`src/rtl/ts19_pkg.sv`:
```
`default_nettype none
// ============================================================================
// Module      : ts19_pkg
// Description : Shared constants and types for the TS19 instruction fetch
//               stage: address/instruction widths, reset PC, prefetch depth
//               and the fetch state encoding.
// Revision    : 1.0 - initial release
// ============================================================================
package ts19_pkg;

    localparam int              TS19_ADDR_W   = 16;
    localparam int              TS19_INST_W   = 32;
    localparam logic [15:0]     TS19_RESET_PC = 16'h0000;
    localparam int              TS19_DEPTH    = 2;

    // IDLE    : no request on the memory port
    // FETCH   : request outstanding, returned word will be queued
    // DISCARD : request outstanding, returned word is stale (redirect seen)
    typedef enum logic [1:0] {
        ST_IDLE    = 2'd0,
        ST_FETCH   = 2'd1,
        ST_DISCARD = 2'd2
    } fetch_state_t;

endpackage : ts19_pkg
`default_nettype wire

```
`src/rtl/ts19_inst_fifo.sv`:
```
`default_nettype none
// ============================================================================
// Module      : ts19_inst_fifo
// Description : Two-entry {pc, inst} prefetch queue. Entry 0 is always the
//               head, so the head outputs come straight from registers.
//               Synchronous flush, simultaneous push/pop supported (also when
//               full).
// Ports       : clk, rst_n         - clock, asynchronous active-low reset
//               flush              - drop all entries at the edge
//               push/push_pc/push_inst - write a new entry
//               pop                - consume the head entry
//               head_pc/head_inst/head_valid - head entry
//               count              - current occupancy (0..2)
// Revision    : 1.0 - initial release
// ============================================================================
module ts19_inst_fifo #(
    parameter int ADDR_W = 16,
    parameter int INST_W = 32
) (
    input  logic              clk,
    input  logic              rst_n,
    input  logic              flush,
    input  logic              push,
    input  logic [ADDR_W-1:0] push_pc,
    input  logic [INST_W-1:0] push_inst,
    input  logic              pop,
    output logic [ADDR_W-1:0] head_pc,
    output logic [INST_W-1:0] head_inst,
    output logic              head_valid,
    output logic [1:0]        count
);

    logic [ADDR_W-1:0] pc1;
    logic [INST_W-1:0] inst1;
    logic              pop_ok;
    logic              push_ok;
    logic [1:0]        count_next;

    assign pop_ok     = pop && (count != 2'd0);
    // A full queue only accepts a push when the head leaves in the same cycle.
    assign push_ok    = push && ((count != 2'd2) || pop_ok);
    assign head_valid = (count != 2'd0);

    always_comb begin
        count_next = count;
        if (push_ok && !pop_ok) begin
            count_next = count + 2'd1;
        end else if (!push_ok && pop_ok) begin
            count_next = count - 2'd1;
        end
    end

    always_ff @(posedge clk or negedge rst_n) begin
        if (!rst_n) begin
            count     <= 2'd0;
            head_pc   <= '0;
            head_inst <= '0;
            pc1       <= '0;
            inst1     <= '0;
        end else if (flush) begin
            count <= 2'd0;
        end else begin
            count <= count_next;
            if (pop_ok) begin
                if (count == 2'd2) begin
                    head_pc   <= pc1;
                    head_inst <= inst1;
                    if (push_ok) begin
                        pc1   <= push_pc;
                        inst1 <= push_inst;
                    end
                end else if (push_ok) begin
                    head_pc   <= push_pc;
                    head_inst <= push_inst;
                end
            end else if (push_ok) begin
                if (count == 2'd0) begin
                    head_pc   <= push_pc;
                    head_inst <= push_inst;
                end else begin
                    pc1   <= push_pc;
                    inst1 <= push_inst;
                end
            end
        end
    end

endmodule : ts19_inst_fifo
`default_nettype wire

```
`src/rtl/ts19_fetch_unit.sv`:
```
`default_nettype none
// ============================================================================
// Module      : ts19_fetch_unit
// Description : Instruction fetch stage for the TS19A64 core. Owns the
//               program counter, issues single-outstanding word reads over a
//               req/ack port, buffers returned words in a 2-entry prefetch
//               queue and hands them to decode over valid/ready. Redirects
//               flush the queue and restart fetch at a new address.
// Ports       : CLK, Reset_n       - clock, asynchronous active-low reset
//               imem_req/imem_addr/imem_ack/imem_rdata - memory read port
//               inst/inst_pc/inst_valid/inst_ready     - decode handshake
//               redirect/redirect_pc                   - flush and refetch
//               halt                                   - stop new requests
// Revision    : 1.0 - initial release
// ============================================================================
module ts19_fetch_unit
    import ts19_pkg::*;
#(
    parameter int                ADDR_W   = TS19_ADDR_W,
    parameter int                INST_W   = TS19_INST_W,
    parameter logic [ADDR_W-1:0] RESET_PC = TS19_RESET_PC,
    parameter int                DEPTH    = TS19_DEPTH
) (
    input  logic              CLK,
    input  logic              Reset_n,
    output logic              imem_req,
    output logic [ADDR_W-1:0] imem_addr,
    input  logic              imem_ack,
    input  logic [INST_W-1:0] imem_rdata,
    output logic [INST_W-1:0] inst,
    output logic [ADDR_W-1:0] inst_pc,
    output logic              inst_valid,
    input  logic              inst_ready,
    input  logic              redirect,
    input  logic [ADDR_W-1:0] redirect_pc,
    input  logic              halt
);

    localparam logic [1:0] DEPTH_L = 2'(DEPTH);

    fetch_state_t      state;
    fetch_state_t      state_next;
    logic [ADDR_W-1:0] fetch_pc;
    logic [ADDR_W-1:0] pc_next;
    logic [1:0]        count;
    logic [1:0]        count_after;
    logic              mem_done;
    logic              keep;
    logic              pop;
    logic              space;
    logic              issue;

    // ack is only meaningful while a request is on the port
    assign mem_done = imem_ack && (state != ST_IDLE);
    assign pop      = inst_valid && inst_ready;

    // Occupancy the queue will have after this edge; a new request may only
    // start when it leaves room for the word that request will return.
    always_comb begin
        count_after = count;
        if (redirect) begin
            count_after = 2'd0;
        end else if (keep && !pop) begin
            count_after = count + 2'd1;
        end else if (!keep && pop) begin
            count_after = count - 2'd1;
        end
    end

    assign space = (count_after < DEPTH_L);

    // ---------------- state register ----------------
    always_ff @(posedge CLK or negedge Reset_n) begin
        if (!Reset_n) begin
            state <= ST_IDLE;
        end else begin
            state <= state_next;
        end
    end

    // ---------------- next-state logic ----------------
    always_comb begin
        state_next = state;
        case (state)
            ST_IDLE: begin
                if (!halt && space) begin
                    state_next = ST_FETCH;
                end
            end
            ST_FETCH: begin
                if (mem_done) begin
                    state_next = (!halt && space) ? ST_FETCH : ST_IDLE;
                end else if (redirect) begin
                    state_next = ST_DISCARD;
                end
            end
            ST_DISCARD: begin
                if (mem_done) begin
                    state_next = (!halt && space) ? ST_FETCH : ST_IDLE;
                end
            end
            default: state_next = ST_IDLE;
        endcase
    end

    // ---------------- output / datapath control ----------------
    always_comb begin
        imem_req = (state != ST_IDLE);
        // A returning word is kept only in FETCH and only if no redirect
        // arrives with it.
        keep     = (state == ST_FETCH) && mem_done && !redirect;
        // A fresh request is launched whenever the port is free after this
        // edge and the FSM wants one; the address can only change then.
        issue    = (state_next == ST_FETCH) && ((state == ST_IDLE) || mem_done);
        if (redirect) begin
            pc_next = redirect_pc;
        end else if (keep) begin
            pc_next = fetch_pc + 1'b1;
        end else begin
            pc_next = fetch_pc;
        end
    end

    always_ff @(posedge CLK or negedge Reset_n) begin
        if (!Reset_n) begin
            fetch_pc  <= RESET_PC;
            imem_addr <= RESET_PC;
        end else begin
            fetch_pc <= pc_next;
            if (issue) begin
                imem_addr <= pc_next;
            end
        end
    end

    ts19_inst_fifo #(
        .ADDR_W (ADDR_W),
        .INST_W (INST_W)
    ) u_fifo (
        .clk        (CLK),
        .rst_n      (Reset_n),
        .flush      (redirect),
        .push       (keep),
        .push_pc    (imem_addr),
        .push_inst  (imem_rdata),
        .pop        (inst_ready),
        .head_pc    (inst_pc),
        .head_inst  (inst),
        .head_valid (inst_valid),
        .count      (count)
    );

endmodule : ts19_fetch_unit
`default_nettype wire

```
`config.mk`:
```
export PLATFORM = sky130hd
export DESIGN_NAME = ts19_fetch_unit
export DESIGN_NICKNAME = d
export VERILOG_FILES = /design/src/rtl/ts19_pkg.sv /design/src/rtl/ts19_inst_fifo.sv /design/src/rtl/ts19_fetch_unit.sv
export SDC_FILE = /design/constraint.sdc
export NUM_CORES = 1
export LEC_CHECK = 0
export ABC_AREA = 0
export ABC_CLOCK_PERIOD_IN_PS = 5500
export CORE_MARGIN = 2
export CORE_UTILIZATION = 35
export DETAILED_ROUTE_END_ITERATION = 7
export GPL_TIMING_DRIVEN = 0
export PLACE_DENSITY = 0.6
export SLEW_MARGIN = 10
export SYNTH_ARGS = -nofsm -noshare
export SYNTH_HDL_FRONTEND = slang
export SYNTH_SLANG_ARGS = --single-unit
```
`constraint.sdc`:
```
create_clock -name CLK -period 5.5 [get_ports CLK]
set_input_delay 0.55 -clock CLK [delete_from_list [all_inputs] [get_ports CLK]]
set_output_delay 0.55 -clock CLK [all_outputs]
set_load 0.01 [all_outputs]
```
-- Yosys cells after proc, flatten, opt, wreduce, memory -nomap -nowiden
Index checks and enable logic that the tools add are counted.
- register bits after elaboration: 132
- input bits: 54
- output and inout bits: 66
- logic and storage cells: 81
- $add $sub $neg: 3
- order comparisons: 1
- eq/ne operators: 8
- muxes and demuxes: 32
- bitwise operators: 1
- reduce and logical (&&, ||, !) cells: 28
- operators by type and width (cell ; number):
    2-to-1 mux 32 bit ; 9
    2-to-1 mux 16 bit ; 11
    2-to-1 mux 2 bit ; 10
    adder 16 x 1 -> 16 bit, second input constant ; 1
    logical AND 1 bit ; 11
    nonzero test 2 bit ; 5
    case mux 2 bit (3 select lines) ; 1
    zero test 1 bit ; 5
    AND reduction 5 bit ; 1
    == test 2 x 1 -> 1 bit, second input constant ; 2
    == test 2 bit, second input constant ; 2
    zero test 2 bit ; 2
    != test 2 x 1 -> 1 bit, second input constant ; 2
    != test 2 bit, second input constant ; 2
    AND reduction 4 bit ; 1
    nonzero test 3 bit ; 1
    adder 2 x 1 -> 2 bit, second input constant ; 1
    logical OR 1 bit ; 2
    less-than comparator 2 bit, second input constant ; 1
    subtractor 2 x 1 -> 2 bit, second input constant ; 1
    2-to-1 mux 1 bit ; 1
    inverter 1 bit ; 1

-- Logic depth before layout (Yosys ltp)
Gate-level depths: netlist of the first run.
- depth in word-level cells: 16
- gate-level depth with buffers: 8
- gate-level depth less buffers: 7

-- Modules after synthesis
Synthesis of the first run repeated with hierarchy kept, for this count alone.
- cells, all modules: 437
- area, all modules: 6140.9 um^2
- by module, submodules not included (module ; instances ; cells an instance ; area each (um^2) ; sequential area each (um^2)):
    ts19_inst_fifo ; 1 ; 275 ; 4321.6 ; 2452.4
    ts19_fetch_unit ; 1 ; 162 ; 1819.2 ; 850.8

-- Worst setup path after synthesis of the first run
Ideal clock, no wire load.
- path kind: register -> register
- start point: reg u_fifo.count[1]
- end point: reg imem_addr[12]
- library setup time: 127 ps
- arrival: 2148 ps
- data required time: 5373 ps
- slack: 3224 ps
- cell stages (with the launch flop): 9
- buffers on the path: 1
- clock period less this slack: 2276 ps
- cells stage by stage: dfrtp_1 > inv_1 > ha_1 > nand2b_1 > nand3_1 > a31oi_1 > nor4_4 > buf_6 > mux2_1
- cells in the longest elaborated chain, start to end: 13
- elaborated cells between the ends (all ways): 19
- those cells by class: add/sub: 2; order compare: 1; eq/ne: 1; mux: 8; reduce/logical: 7
- ends and longest elaborated chain (what ; line ; source):
    start: declaration ; ts19_inst_fifo.sv:30 ; output logic [1:0] count
    start signal: assignment ; ts19_inst_fifo.sv:63 ; count <= count_next;
    branches (longest 4 deep; another with subtractor 2 x 1 -> 2 bit) ; n/a ;
    2-to-1 mux 2 bit (*) ; ts19_fetch_unit.sv:63 ; end else if (keep && !pop) begin
    2-to-1 mux 2 bit (*) ; ts19_fetch_unit.sv:61 ; if (redirect) begin
    less-than comparator 2 bit (*) ; ts19_fetch_unit.sv:70 ; assign space = (count_after < DEPTH_L);
    logical AND 1 bit (*) ; ts19_fetch_unit.sv:86, ts19_fetch_unit.sv:92, ts19_fetch_unit.sv:99 ;
    2-to-1 mux 1 bit ; ts19_fetch_unit.sv:92, ts19_fetch_unit.sv:99 ;
    2-to-1 mux 2 bit, on equally long branches ; ts19_fetch_unit.sv:98, ts19_fetch_unit.sv:91 ;
    case mux 2 bit (3 select lines) (*) ; ts19_fetch_unit.sv:84 ; case (state)
    == test 2 x 1 -> 1 bit (*) ; ts19_fetch_unit.sv:114 ; issue = (state_next == ST_FETCH) && ((state == ST_IDLE) || mem_done);
    logical AND 1 bit (*) ; ts19_fetch_unit.sv:114 ;
    end signal: assignment ; ts19_fetch_unit.sv:131 ; imem_addr <= pc_next;
    end: declaration ; ts19_fetch_unit.sv:27 ; output logic [ADDR_W-1:0] imem_addr,
Mark *: on every way between the ends.
A chain may end at the register's enable or synchronous reset.

-- Worst setup path after layout of the first run
- start point: reg u_fifo.count[1]
- end point: reg imem_addr[15]
The elaborated chain is that of the path after synthesis.

==> impl_metrics.toml, run 1 <==
[run_status]
status = "finished, final reports clean"

[drt]
antenna_left = 0
num_vias = 4258
drc = 0
viasPerCell = 4.93
drtIter0Drc = 169
drt_pass1_iterations = 5
wl_per_cell_um = 16.3
routed_wirelength_um = 14100

[logic_synthesis]
synth_area_mm2 = 0.00589
netlist-cell-type-count = 38
synth_warnings = 0
synth_nets = 549
ys.flop_type = "dfrtp_1"
avgSynthCellArea_um2 = 12.0
ys_seq_area_share_pct = 56.1
synth_seq_cells = 132
synth_cells = 492
synth_edf_count = 0
async_flop_share_pct = 100

[worst_setup_path]
max_stage_delay_ns = 0.61
rrSetupSlack_ns = 2.77
criticalPathCategory = "flop to flop"
end_kind = "flop"
start_kind = "flop"
cp_max_fo = 10
crit_arrival_ns = 3.02
worst-path-stages = 8
worstPathCellList = "inv_1 > ha_1 > nand2b_1 > nand3_1 > a31oi_1 > nor4_4 > buf_6 > mux2_1"
reg2reg_depth = 8
required_ns = 5.79
cp_slowest_cell = "nor4_4"
crit_buf_inv = 2
crit_family = "simple AND/OR/NAND/NOR gates"

[layout]
drive_above_1_share_pct = 17.2
diodes = 0
finalNonFillerCells = 864
syn_to_final_growth_pct = 35.4
nFillCells = 1479
final_area_mm2 = 0.00797
nNetsFinal = 688

[placed_design]
place_area_mm2 = 0.00738
dp.cells = 832
io_buffers = 119
dpl.hpwl_um = 9970
gp_congestion = 0.812

[global_route]
grt_max_degree = 71
gr-total-overflow = 0
grt_pass1_wl_um = 22900
grtUsageTotal_pct = 16.5
grt_pass1_vias = 4400
antenna_found_initial = 0

[sta]
slew_viol_final = 0
setup_tns_ns = 0
finalHoldViolCount = 0
worst_pin_slew_ns = 0.798
skew_ns = 0.0127
relSlewSlack_pct = 46.8
rsz0062_at_grt = "false"
fin_crit_sh_pct = 49.7
finalCriticalPeriod_ns = 2.73
setup_viol = 0
max_freq_mhz = 366

[power]
cellPowerDensity_mw_per_mm2 = 538
vdd_drop_max_mv = 0.265
p_leak_nw = 3.67

[clocking]
root_buffer = "clkbuf_16"
clock_latency_ns = 0.42
cts_buffer_depth = 2
numCtsBuffers = 17
cts_hold_buf = 0
clk_pin_slew_ns = 0.06
h-tree-depth = 4
tritoncts = "built"
post_cts.resized_instances = 0
cts_setup_buffers = 0
cts_num_sinks = 132

[die]
core_region_area_mm2 = 0.0165
die_area_mm2 = 0.0179
initial_utilization_pct = 35.6
num_rows = 47
ioPinCount = 120
die_w_um = 134
die_y_um = 134

[hold_path]
hold_class = "input port to async pin"

[run]
cap_violations = 0
-- cells by family after synthesis --
| kind of cell | after synthesis | share of synthesized area [%] |
|---|---|---|
| AOI/OAI and AO/OA | 77 | 7.84 |
| buffers and inverters | 39 | 3.34 |
| and+or+nand+nor | 109 | 8.48 |
| xor gates and xnor gates | 13 | 1.93 |
| muxes | 119 | 21.7 |
| DFF | 132 | 56.1 |
| adders and majority gates | 3 | 0.638 |
-- Yosys cell counts, types with 2 or more instances --
cell / n / area [um2]
clkbuf_1: 9 / 33.8
buf_6: 3 / 33.8
nand4_1: 6 / 37.5
mux2_2: 58 / 653
buf_4: 4 / 30.0
nor2b_1: 3 / 18.8
dfrtp_1: 132 / 3300
xor2_1: 5 / 43.8
nand4b_1: 2 / 17.5
inv_1: 11 / 41.3
a2111oi_4: 2 / 55.1
a22oi_1: 2 / 15.0
o21ai_0: 12 / 60.1
nor4_1: 5 / 31.3
nor3_1: 6 / 30.0
ha_1: 3 / 37.5
xnor2_1: 8 / 70.1
nand3_1: 2 / 10.0
buf_1: 2 / 7.51
nand2_1: 20 / 75.1
a21oi_1: 54 / 270
buf_2: 10 / 50.1
nor2_1: 59 / 221
mux2_1: 9 / 101
mux2i_1: 52 / 521
-- layout by cell type (no fill, tap or decap), types with 10 or more instances in the layout --
cell type and count:
a21oi_1 54, buf_2 10, clkbuf_1 12, clkbuf_16 17
clkdlybuf4s50_1 118, dfrtp_1 132, inv_1 11, mux2_2 58
mux2i_1 52, nand2_1 20, nor2_1 59, o21ai_0 12
-- power breakdown --
| group | switching (mW) | internal, mW | total, mW |
|---|---|---|---|
| clock network | 0.403 | 0.713 | 1.12 |
| registers | 0.252 | 1.37 | 1.63 |
| logic | 0.697 | 0.850 | 1.55 |
-- path summary, 6_finish.rpt --
kind / to / from
worst max-delay path: imem_addr[15]$_DFFE_PN0P_ / u_fifo.count[1]$_DFFE_PN0P_
worst min-delay path: u_fifo.inst1[3]$_DFFE_PN0P_ / Reset_n
worst max register to register: imem_addr[15]$_DFFE_PN0P_ / u_fifo.count[1]$_DFFE_PN0P_
worst min register to register: u_fifo.inst1[7]$_DFFE_PN0P_ / u_fifo.inst1[7]$_DFFE_PN0P_
max in group asynchronous: u_fifo.head_inst[31]$_DFFE_PN0P_ / Reset_n
min in group CLK: u_fifo.inst1[7]$_DFFE_PN0P_ / u_fifo.inst1[7]$_DFFE_PN0P_
-- flip-flops by register name, indices dropped and copies added (netlist names) --
name / flops
fetch_pc: 16
imem_addr: 16
state: 2
u_fifo.count: 2
u_fifo.head_inst: 32
u_fifo.head_pc: 16
u_fifo.inst1: 32
u_fifo.pc1: 16
-- through the flow --
step	power [mW]	hold slack, ns	setup WS (ns)	util [%]
6_report	4.29	0.139	2.77	48.2
4_1_cts	4.34	0.157	2.76	48.2
3_3_place_gp	3.15	0.485	-1.27	44.5
2_1_floorplan	2.41	0.254	3.22	-
3_5_place_dp	3.20	0.492	2.41	44.7
5_1_grt	4.57	0.186	2.61	48.2
-- layer usage --
| layer | vias to the layer above | share of wire (%) | global-route usage, % |
|---|---|---|---|
| li1 | 2009 | - | - |
| met1 | 2102 | 45 | 21.6 |
| met2 | 131 | 47 | 26.2 |
| met3 | 16 | 6.3 | 5.56 |
| met4 | 0 | 1.3 | 5.02 |
| met5 | - | 0 | 0 |
-- layout make-up --
type	count	area, um2	share of cell area (%)
Clock inverter	8	98.8	1.24
Inverter	11	41.3	0.518
Tap cell	220	275	3.45
Timing Repair Buffer	120	1220	15.3
Clock buffer	24	492	6.17
Buffer	28	155	1.95
Multi-Input combinational cell	321	2390	29.9
Sequential cell	132	3300	41.4
(Power assumes the default switching activity.)
==> inputs of run 2 (changes only) <==
--- a/config.mk
+++ b/config.mk
@@ -6,12 +6,12 @@
 export NUM_CORES = 1
 export LEC_CHECK = 0
 export ABC_AREA = 0
-export ABC_CLOCK_PERIOD_IN_PS = 5500
+export ABC_CLOCK_PERIOD_IN_PS = 2400
 export CORE_MARGIN = 2
 export CORE_UTILIZATION = 35
 export DETAILED_ROUTE_END_ITERATION = 7
 export GPL_TIMING_DRIVEN = 0
-export PLACE_DENSITY = 0.6
+export PLACE_DENSITY = 0.62
 export SLEW_MARGIN = 10
 export SYNTH_ARGS = -nofsm -noshare
 export SYNTH_HDL_FRONTEND = slang
==> constraint.sdc (replaced) <==
create_clock -name CLK -period 2.4 [get_ports CLK]
set_input_delay 0.24 -clock CLK [delete_from_list [all_inputs] [get_ports CLK]]
set_output_delay 0.24 -clock CLK [all_outputs]
set_load 0.01 [all_outputs]
==> run 2 against run 1 <==
Against the previous run:
- clock power increased by 110%
- clock skew decreased by 0.0044 ns
- highest routed layer unchanged
- register-to-register slack got worse by 2.6 ns
- total power increased by 130%
- combinational power increased by 130%
- non-clock buffer count increased by 3
- final cell count increased by 0.23%
- clock-buffer cell count unchanged
- critical endpoint is now u_fifo.inst1[30]$_DFFE_PN0P_
- sequential cell count unchanged
- maximum frequency increased by 21%
==> impl_metrics.toml, run 2 (synthesis gave the netlist of run 1 again) <==
[global_route]
grtUsageTotal_pct = 16.9
grt_max_degree = 69
antenna_found_initial = 0
gr-total-overflow = 0
grt_pass1_wl_um = 23600
grtUsageMet1_pct = 22.5
grt_use_met2_pct = 25.8
grt_pass1_vias = 4530
top_usage_layer = "met2"
use_met3_pct = 5.56

[sta]
worst_pin_slew_ns = 0.699
setup_viol = 0
rsz0062_at_grt = "false"
slew_viol_final = 0
finalCriticalPeriod_ns = 2.26
finalHoldViolCount = 0
setup_tns_ns = 0
fin_crit_sh_pct = 94.3
timing.hold.ws_ns = 0.381
skew_ns = 0.00837
max_freq_mhz = 442
worst_slack_ns = 0.138
relSlewSlack_pct = 53.0

[clocking]
h-tree-depth = 4
tritoncts = "built"
cts_num_sinks = 132
numCtsBuffers = 17
clk_pin_slew_ns = 0.06
root_buffer = "clkbuf_16"
cts_buffer_depth = 2
clock_latency_ns = 0.42

[die]
die_w_um = 134
initial_utilization_pct = 35.6
die_area_mm2 = 0.0179
ioPinCount = 120
die_y_um = 134
core_region_area_mm2 = 0.0165
num_rows = 47

[layout]
largestRegisters = "u_fifo.head_inst: 32 flops, u_fifo.inst1: 32 flops"
drive_above_1_share_pct = 18.6
final_cell_mix = "dfrtp_1, clkdlybuf4s50_1, nor2_1"
nNetsFinal = 691
syn_to_final_growth_pct = 35.6
layout_commonest_cell = "dfrtp_1"
diodes = 0

[run_status]
status = "finished, final reports clean"

[worst_setup_path]
r2r-start = "u_fifo.count[0]$_DFFE_PN0P_"
end_kind = "flop"
required_ns = 2.69
criticalPathCategory = "flop to flop"
worstPathCellList = "inv_1 > ha_1 > xor2_1 > or4_1 > buf_4 > buf_6 > mux2_2"
start_kind = "flop"
max_stage_delay_ns = 0.51
cp_max_fo = 10
startpoint = "u_fifo.count[0]$_DFFE_PN0P_"
cp_slowest_cell = "or4_1"
crit_family = "buffers and inverters"
crit_arrival_ns = 2.56
crit_buf_inv = 3

[drt]
drtIter0Drc = 168
antenna_left = 0
routed_wirelength_um = 14100
wl_per_cell_um = 16.3
drc = 0
drt_pass1_iterations = 4
viasPerCell = 4.94
num_vias = 4277

[placed_design]
place_ws_ns = -0.412
dpl.hpwl_um = 9950
gp_congestion = 0.831
io_buffers = 119

[power]
p_leak_nw = 3.67
cellPowerDensity_mw_per_mm2 = 1220
vdd_drop_max_mv = 0.719
total_power_mw = 9.73

[hold_path]
hold_class = "input port to async pin"

[run]
cap_violations = 0
-- run 2: metrics by stage --
step           instances  utilization (%)  instance area (um2)
2_1_floorplan        492                -                 5890
3_5_place_dp         832             44.7                 7380
5_1_grt              866             48.3                 7980
4_1_cts              867             48.3                 7970
3_3_place_gp         831             44.5                 7350
6_report             866             48.3                 7980
-- run 2: area by class of cell --
| class | count | area (um2) |
|---|---|---|
| Sequential cell | 132 | 3300 |
| Tap cell | 220 | 275 |
| Multi-Input combinational cell | 321 | 2400 |
| Clock inverter | 7 | 48.8 |
| Fill cell | 1494 | 8540 |
| Timing Repair Buffer | 124 | 1250 |
| Clock buffer | 24 | 502 |
| Inverter | 11 | 41.3 |
| Buffer | 27 | 159 |
-- run 2: worst paths after layout --
path	end	slack, ns	cells past startpoint
worst max register to register	u_fifo.inst1[30]$_DFFE_PN0P_	0.14	7
max in group asynchronous	u_fifo.head_inst[24]$_DFFE_PN0P_	1.26	3
min in group CLK	fetch_pc[2]$_DFF_PN0_	0.43	3
worst min-delay path	u_fifo.inst1[1]$_DFFE_PN0P_	0.38	2
worst max-delay path	u_fifo.inst1[30]$_DFFE_PN0P_	0.14	7
worst min register to register	u_fifo.inst1[6]$_DFFE_PN0P_	0.50	1
-- run 2: power by group --
group / internal (mW) / total [mW] / switching (mW)
Sequential: 3.15 / 3.71 / 0.567
Combinational: 2.00 / 3.63 / 1.63
Clock: 1.45 / 2.39 / 0.941
-- run 2: timing repair --
action                                  in CTS  in global routing
pin swaps                                    2                  1
gates cloned                                 0                  0
endpoints found under the setup margin      63                 79
buffers inserted                             3                  0
hold buffers                                 1                  0
gates resized for setup                      5                  4
endpoints found under the hold margin       64                  0
-- run 2: routing by layer --
metal / vias to the layer above / routed length [um]
li1: 2019 / -
met1: 2107 / 6620
met2: 130 / 6330
met3: 21 / 916
met4: 0 / 272
met5: - / 0
